## src/rtl/mem_arbiter.sv

```systemverilog
// Two-port req/ack arbiter in front of a single-port RAM16K-style data memory.
// Define MEM_ARB_RR_EN for round-robin tie-breaking; otherwise port 0 has fixed priority.

`timescale 1ns / 1ps

module mem_arbiter #(
    parameter int unsigned ADDR_W = 14,
    parameter int unsigned DATA_W = 16
) (
    input  logic              clock,
    input  logic              reset,

    input  logic              req0,
    input  logic              we0,
    input  logic [ADDR_W-1:0] addr0,
    input  logic [DATA_W-1:0] wdata0,
    output logic              ack0,
    output logic [DATA_W-1:0] rdata0,

    input  logic              req1,
    input  logic              we1,
    input  logic [ADDR_W-1:0] addr1,
    input  logic [DATA_W-1:0] wdata1,
    output logic              ack1,
    output logic [DATA_W-1:0] rdata1,

    output logic              busy,

    output logic [ADDR_W-1:0] ram_address,
    output logic [DATA_W-1:0] ram_in,
    output logic              ram_load,
    input  logic [DATA_W-1:0] ram_out
);

    typedef enum logic [1:0] {
        StIdle,
        StAccess,
        StResp
    } state_e;

    state_e            state_q, state_d;
    logic              owner_q, owner_d;
    logic              we_q, we_d;
    logic [ADDR_W-1:0] addr_q, addr_d;
    logic [DATA_W-1:0] wdata_q, wdata_d;
    logic [DATA_W-1:0] rdata0_q, rdata0_d;
    logic [DATA_W-1:0] rdata1_q, rdata1_d;

    logic any_req;
    logic grant_sel;

    assign any_req = req0 | req1;

`ifdef MEM_ARB_RR_EN
    // last_q = 1 means port 1 was served last, so port 0 wins the next tie.
    logic last_q, last_d;

    always_comb begin
        grant_sel = req1;
        if (req0 && req1) begin
            grant_sel = ~last_q;
        end
    end

    always_comb begin
        last_d = last_q;
        if (state_q == StIdle && any_req) begin
            last_d = grant_sel;
        end
    end

    always_ff @(posedge clock) begin
        if (reset) begin
            last_q <= 1'b1;
        end else begin
            last_q <= last_d;
        end
    end
`else
    // Port 0 wins every tie.
    always_comb begin
        grant_sel = ~req0;
    end
`endif

    always_comb begin
        state_d  = state_q;
        owner_d  = owner_q;
        we_d     = we_q;
        addr_d   = addr_q;
        wdata_d  = wdata_q;
        rdata0_d = rdata0_q;
        rdata1_d = rdata1_q;

        case (state_q)
            StIdle: begin
                if (any_req) begin
                    state_d = StAccess;
                    owner_d = grant_sel;
                    if (grant_sel) begin
                        we_d    = we1;
                        addr_d  = addr1;
                        wdata_d = wdata1;
                    end else begin
                        we_d    = we0;
                        addr_d  = addr0;
                        wdata_d = wdata0;
                    end
                end
            end
            StAccess: begin
                state_d = StResp;
                if (!we_q) begin
                    if (owner_q) begin
                        rdata1_d = ram_out;
                    end else begin
                        rdata0_d = ram_out;
                    end
                end
            end
            StResp: begin
                // Requests are deliberately ignored here.
                state_d = StIdle;
            end
            default: begin
                state_d = StIdle;
            end
        endcase
    end

    always_ff @(posedge clock) begin
        if (reset) begin
            state_q  <= StIdle;
            owner_q  <= 1'b0;
            we_q     <= 1'b0;
            addr_q   <= '0;
            wdata_q  <= '0;
            rdata0_q <= '0;
            rdata1_q <= '0;
        end else begin
            state_q  <= state_d;
            owner_q  <= owner_d;
            we_q     <= we_d;
            addr_q   <= addr_d;
            wdata_q  <= wdata_d;
            rdata0_q <= rdata0_d;
            rdata1_q <= rdata1_d;
        end
    end

    always_comb begin
        ack0        = (state_q == StResp) && !owner_q;
        ack1        = (state_q == StResp) && owner_q;
        busy        = (state_q != StIdle);
        ram_load    = (state_q == StAccess) && we_q;
        ram_address = addr_q;
        ram_in      = wdata_q;
        rdata0      = rdata0_q;
        rdata1      = rdata1_q;
    end

endmodule

```

## config.mk

```make
export PLATFORM = sky130hd
export DESIGN_NAME = mem_arbiter
export DESIGN_NICKNAME = d
export VERILOG_FILES = /design/src/rtl/mem_arbiter.sv
export SDC_FILE = /design/constraint.sdc
export NUM_CORES = 1
export LEC_CHECK = 0
export ABC_AREA = 1
export BUFFER_PORTS_ARGS = -buffer_cell sky130_fd_sc_hd__buf_2
export CORE_MARGIN = 2
export CORE_UTILIZATION = 40
export DETAILED_ROUTE_END_ITERATION = 8
export PLACE_DENSITY = 0.71
export SETUP_SLACK_MARGIN = 0.02
export SLEW_MARGIN = 20
export SYNTH_ARGS = -nofsm -noshare
export SYNTH_HDL_FRONTEND = slang
export SYNTH_SLANG_ARGS = --single-unit
```

## constraint.sdc

```tcl
create_clock -name clock -period 3.65 [get_ports clock]
set_clock_uncertainty 0.1 [all_clocks]
set_input_delay 0.73 -clock clock [delete_from_list [all_inputs] [get_ports clock]]
set_output_delay 0.73 -clock clock [all_outputs]
set_load 0.1 [all_outputs]
```

==> impl_metrics.yaml <==
sta:
  fin_setup_tns_ns: 0
  timing_hold_violations_final: 0
  rsz_0062_raised_after_global_routing: "no"
  slew-limit-headroom: 0.292
  final_critical_delay_including_setup_and_external_delays_ns: 2.34
  final-max-slew-violation-count: 0
  worst-slew-pin-transition_ns: 1.06
  fmaxAchievable_mhz: 428
  finalSetupViolCount: 0
  final_min_period_over_clock_period: 0.640
cells_and_area:
  fin_nets: 723
  commonest_non_fill_non_tap_cells_in_the_layout: "sky130_fd_sc_hd__nand2_1, sky130_fd_sc_hd__buf_2, sky130_fd_sc_hd__nor2_1"
  areaGrowthSynthToFinish_pct: 31.2
  insertedDiodeCount: 0
  post_route_cells_drive_above_1_share: 0.266
  layout.cells.most_common: "sky130_fd_sc_hd__nand2_1"
  filler_cell_count: 811
  number_of_non_filler_instances_in_the_completed_layout: 748
setup_path:
  path_max_fanout: 4
  cp.required_ns: 2.82
  critical_path_arrival_ns: 1.51
  critical_path.startpoint_type: "flip-flop"
  setup_crit_end_kind: "output pin"
  r2r_start: "state_q[1]"
  critical-path-max-stage-delay_ns: 0.47
  critical-path-slowest-cell: "sky130_fd_sc_hd__buf_2"
  series_of_cell_instances_along_the_critical_path: "inv_1, nor3_1, buf_2"
  worst_setup_path_startpoint: "owner_q"
  worstSetupPathType: "flip-flop to output pin"
place:
  placement.io_buffers: 147
  routabilityCongestion: 0.794
  dp_cells: 732
  detailedPlacementHpwl_um: 5670
global_route:
  globalRouteOverflowTotal: 0
  grt_first_pass_wirelength_um: 12900
  grt_pass1_vias: 2942
  antenna_found_initial: 0
  gr-usage-all-layers: 0.188
  grt_max_degree: 65
synth:
  flip_flop_and_latch_count_after_synthesis: 66
  post_synth_and_or_nand_nor_area_fraction: 0.435
  netlist_area_um2: 3100
  synth.area.mux_share: 0
  synth_xor_xnor_area_share: 0
  main_combinational_cell_family_by_area_after_synthesis: "simple AND/OR/NAND/NOR gates"
  synthesis.area_per_instance_um2: 6.07
  synth_cell_type_count: 15
  synth.yosys.seq_area_share: 0.426
  synth_nets: 593
  compound_cell_area_share_of_the_yosys_netlist: 0.0274
  netlist_instances: 511
  synth.yosys.warnings: 0
  post_synth_adder_cell_area: 0
die:
  placement_rows: 32
  start_util: 0.408
  ioPinCount: 148
  design.die.area_um2: 8470
  core_area_um2: 7610
  die_h_um: 92.0
  fp.dieW_um: 92.0
routing:
  detail_route.iter0.violations: 124
  post-route-drc-count: 0
  post_drt_via_cell_ratio: 4.42
  routed_wirelength_um: 7900
  routed_wire_length_per_instance_um: 10.6
  postRouteAntennaNets: 0
  firstDrtPassIters: 4
  vias: 3309
power:
  worst_ir_drop_vdd_mv: 0.279
  power_frac_comb: 0.357
  p_leak_nw: 2.36
  cellPowerDensity_nw_per_um2: 579
  switching_share: 0.433
  power_share_of_the_clock_group: 0.292
  cell_internal_pwr_w: 0.00134
  seq_power_share: 0.350
  power.net_switching_w: 0.00102
cts:
  cts_resized: 0
  htree_num_levels: 3
  worst_skew_pair.late_latency_ns: 0.33
  clock_tree_from_tritoncts: "built"
  numClockSinks: 66
  clock_tree_root_driver_cell: "sky130_fd_sc_hd__clkbuf_8"
  ctsLongestPathBuffers: 2
  numCtsBuffers: 9
  cts_post_setup_buffers_inserted: 0
  ctsHoldBuffers: 0
  cts.clk_slew.worst_paths_ns: 0.08
flow_run:
  cap_violations: 0
hold_path:
  min-delay-path-class: "flip-flop to flip-flop"
  worst_hold_startpoint: "rdata1[9]"
status:
  outcome: "finished clean"
## worst paths after layout
check                                        to  slack, ns  cells after the start
worst max-delay path                       ack1       1.31                      3
worst min-delay path                  rdata1[9]       0.38                      2
worst max register to register  ram_address[11]       1.78                      4
worst min register to register        rdata1[9]       0.38                      2
## registers in the layout (all words and copies together) (netlist names)
register	flops
owner_q	1
ram_address	14
ram_in	16
rdata0	16
rdata1	16
state_q	2
we_q	1
## power groups by stage
stage | Sequential (W) | Combinational [W] | Clock (W)
5_1_grt | 0.000833 | 0.000899 | 0.000739
2_1_floorplan | 0.00128 | 0.000255 | 0
4_1_cts | 0.000824 | 0.000846 | 0.000703
6_report | 0.000825 | 0.000842 | 0.000688
3_3_place_gp | 0.000837 | 0.000837 | 0
3_5_place_dp | 0.000839 | 0.000844 | 0
## worst max-delay path: cells and delay by family, from the launching register on
family | cells | cell delay [ns]
AND/OR/NAND/NOR | 1 | 0.17
flip-flops | 1 | 0.43
buffers and inverters | 2 | 0.58
## final cells by class
cell class,count,area [um^2],area share
repair buffers,148,743,0.183
clock inverters,7,100,0.0246
clock buffers,9,124,0.0304
flip-flops and latches,66,1320,0.325
multi-input cells,362,1450,0.356
inverters,54,203,0.0498
well taps,102,128,0.0314
## through the flow
step | hold WS, ns | area (um^2) | utilization | setup WS, ns | power, W
2_1_floorplan | 0.406 | 3100 | - | 0.332 | 0.00154
3_3_place_gp | 0.359 | 3840 | 0.505 | 1.07 | 0.00167
3_5_place_dp | 0.370 | 3840 | 0.505 | 1.01 | 0.00168
4_1_cts | 0.385 | 4060 | 0.534 | 1.33 | 0.00237
5_1_grt | 0.401 | 4070 | 0.535 | 1.17 | 0.00247
6_report | 0.382 | 4070 | 0.535 | 1.31 | 0.00236
## cell usage after synthesis
cell type / n / area [um^2]
sky130_fd_sc_hd__nand2_1: 192 / 721
sky130_fd_sc_hd__nor2_1: 116 / 435
sky130_fd_sc_hd__dfxtp_1: 66 / 1320
sky130_fd_sc_hd__inv_1: 51 / 191
sky130_fd_sc_hd__nand3_1: 32 / 160
sky130_fd_sc_hd__a21oi_1: 17 / 85.1
sky130_fd_sc_hd__buf_2: 14 / 70.1
sky130_fd_sc_hd__clkbuf_1: 7 / 26.3
sky130_fd_sc_hd__buf_1: 4 / 15.0
sky130_fd_sc_hd__buf_4: 4 / 30.0
sky130_fd_sc_hd__inv_2: 3 / 11.3
sky130_fd_sc_hd__nor3_1: 2 / 10.0
sky130_fd_sc_hd__nand2_2: 1 / 6.26
sky130_fd_sc_hd__nor2_2: 1 / 6.26
sky130_fd_sc_hd__nor2_4: 1 / 11.3
## layer usage
| layer | global-route usage | share of wire | up-vias | wire length (um) |
|---|---|---|---|---|
| li1 | - | - | 1768 | - |
| met1 | 0.226 | 0.44 | 1417 | 3510 |
| met2 | 0.316 | 0.46 | 111 | 3620 |
| met3 | 0.0501 | 0.077 | 13 | 606 |
| met4 | 0.0846 | 0.022 | 0 | 171 |
| met5 | 0 | 0 | - | 0 |
## cells by family (layout without fill, tap and decap cells)
logic type,count (synthesis),after routing
AOI/OAI and AO/OA,17,17
buffers and inverters,83,218
DFF,66,66
and+or+nand+nor,345,345
Note: power is estimated with default switching activity, not from simulation.
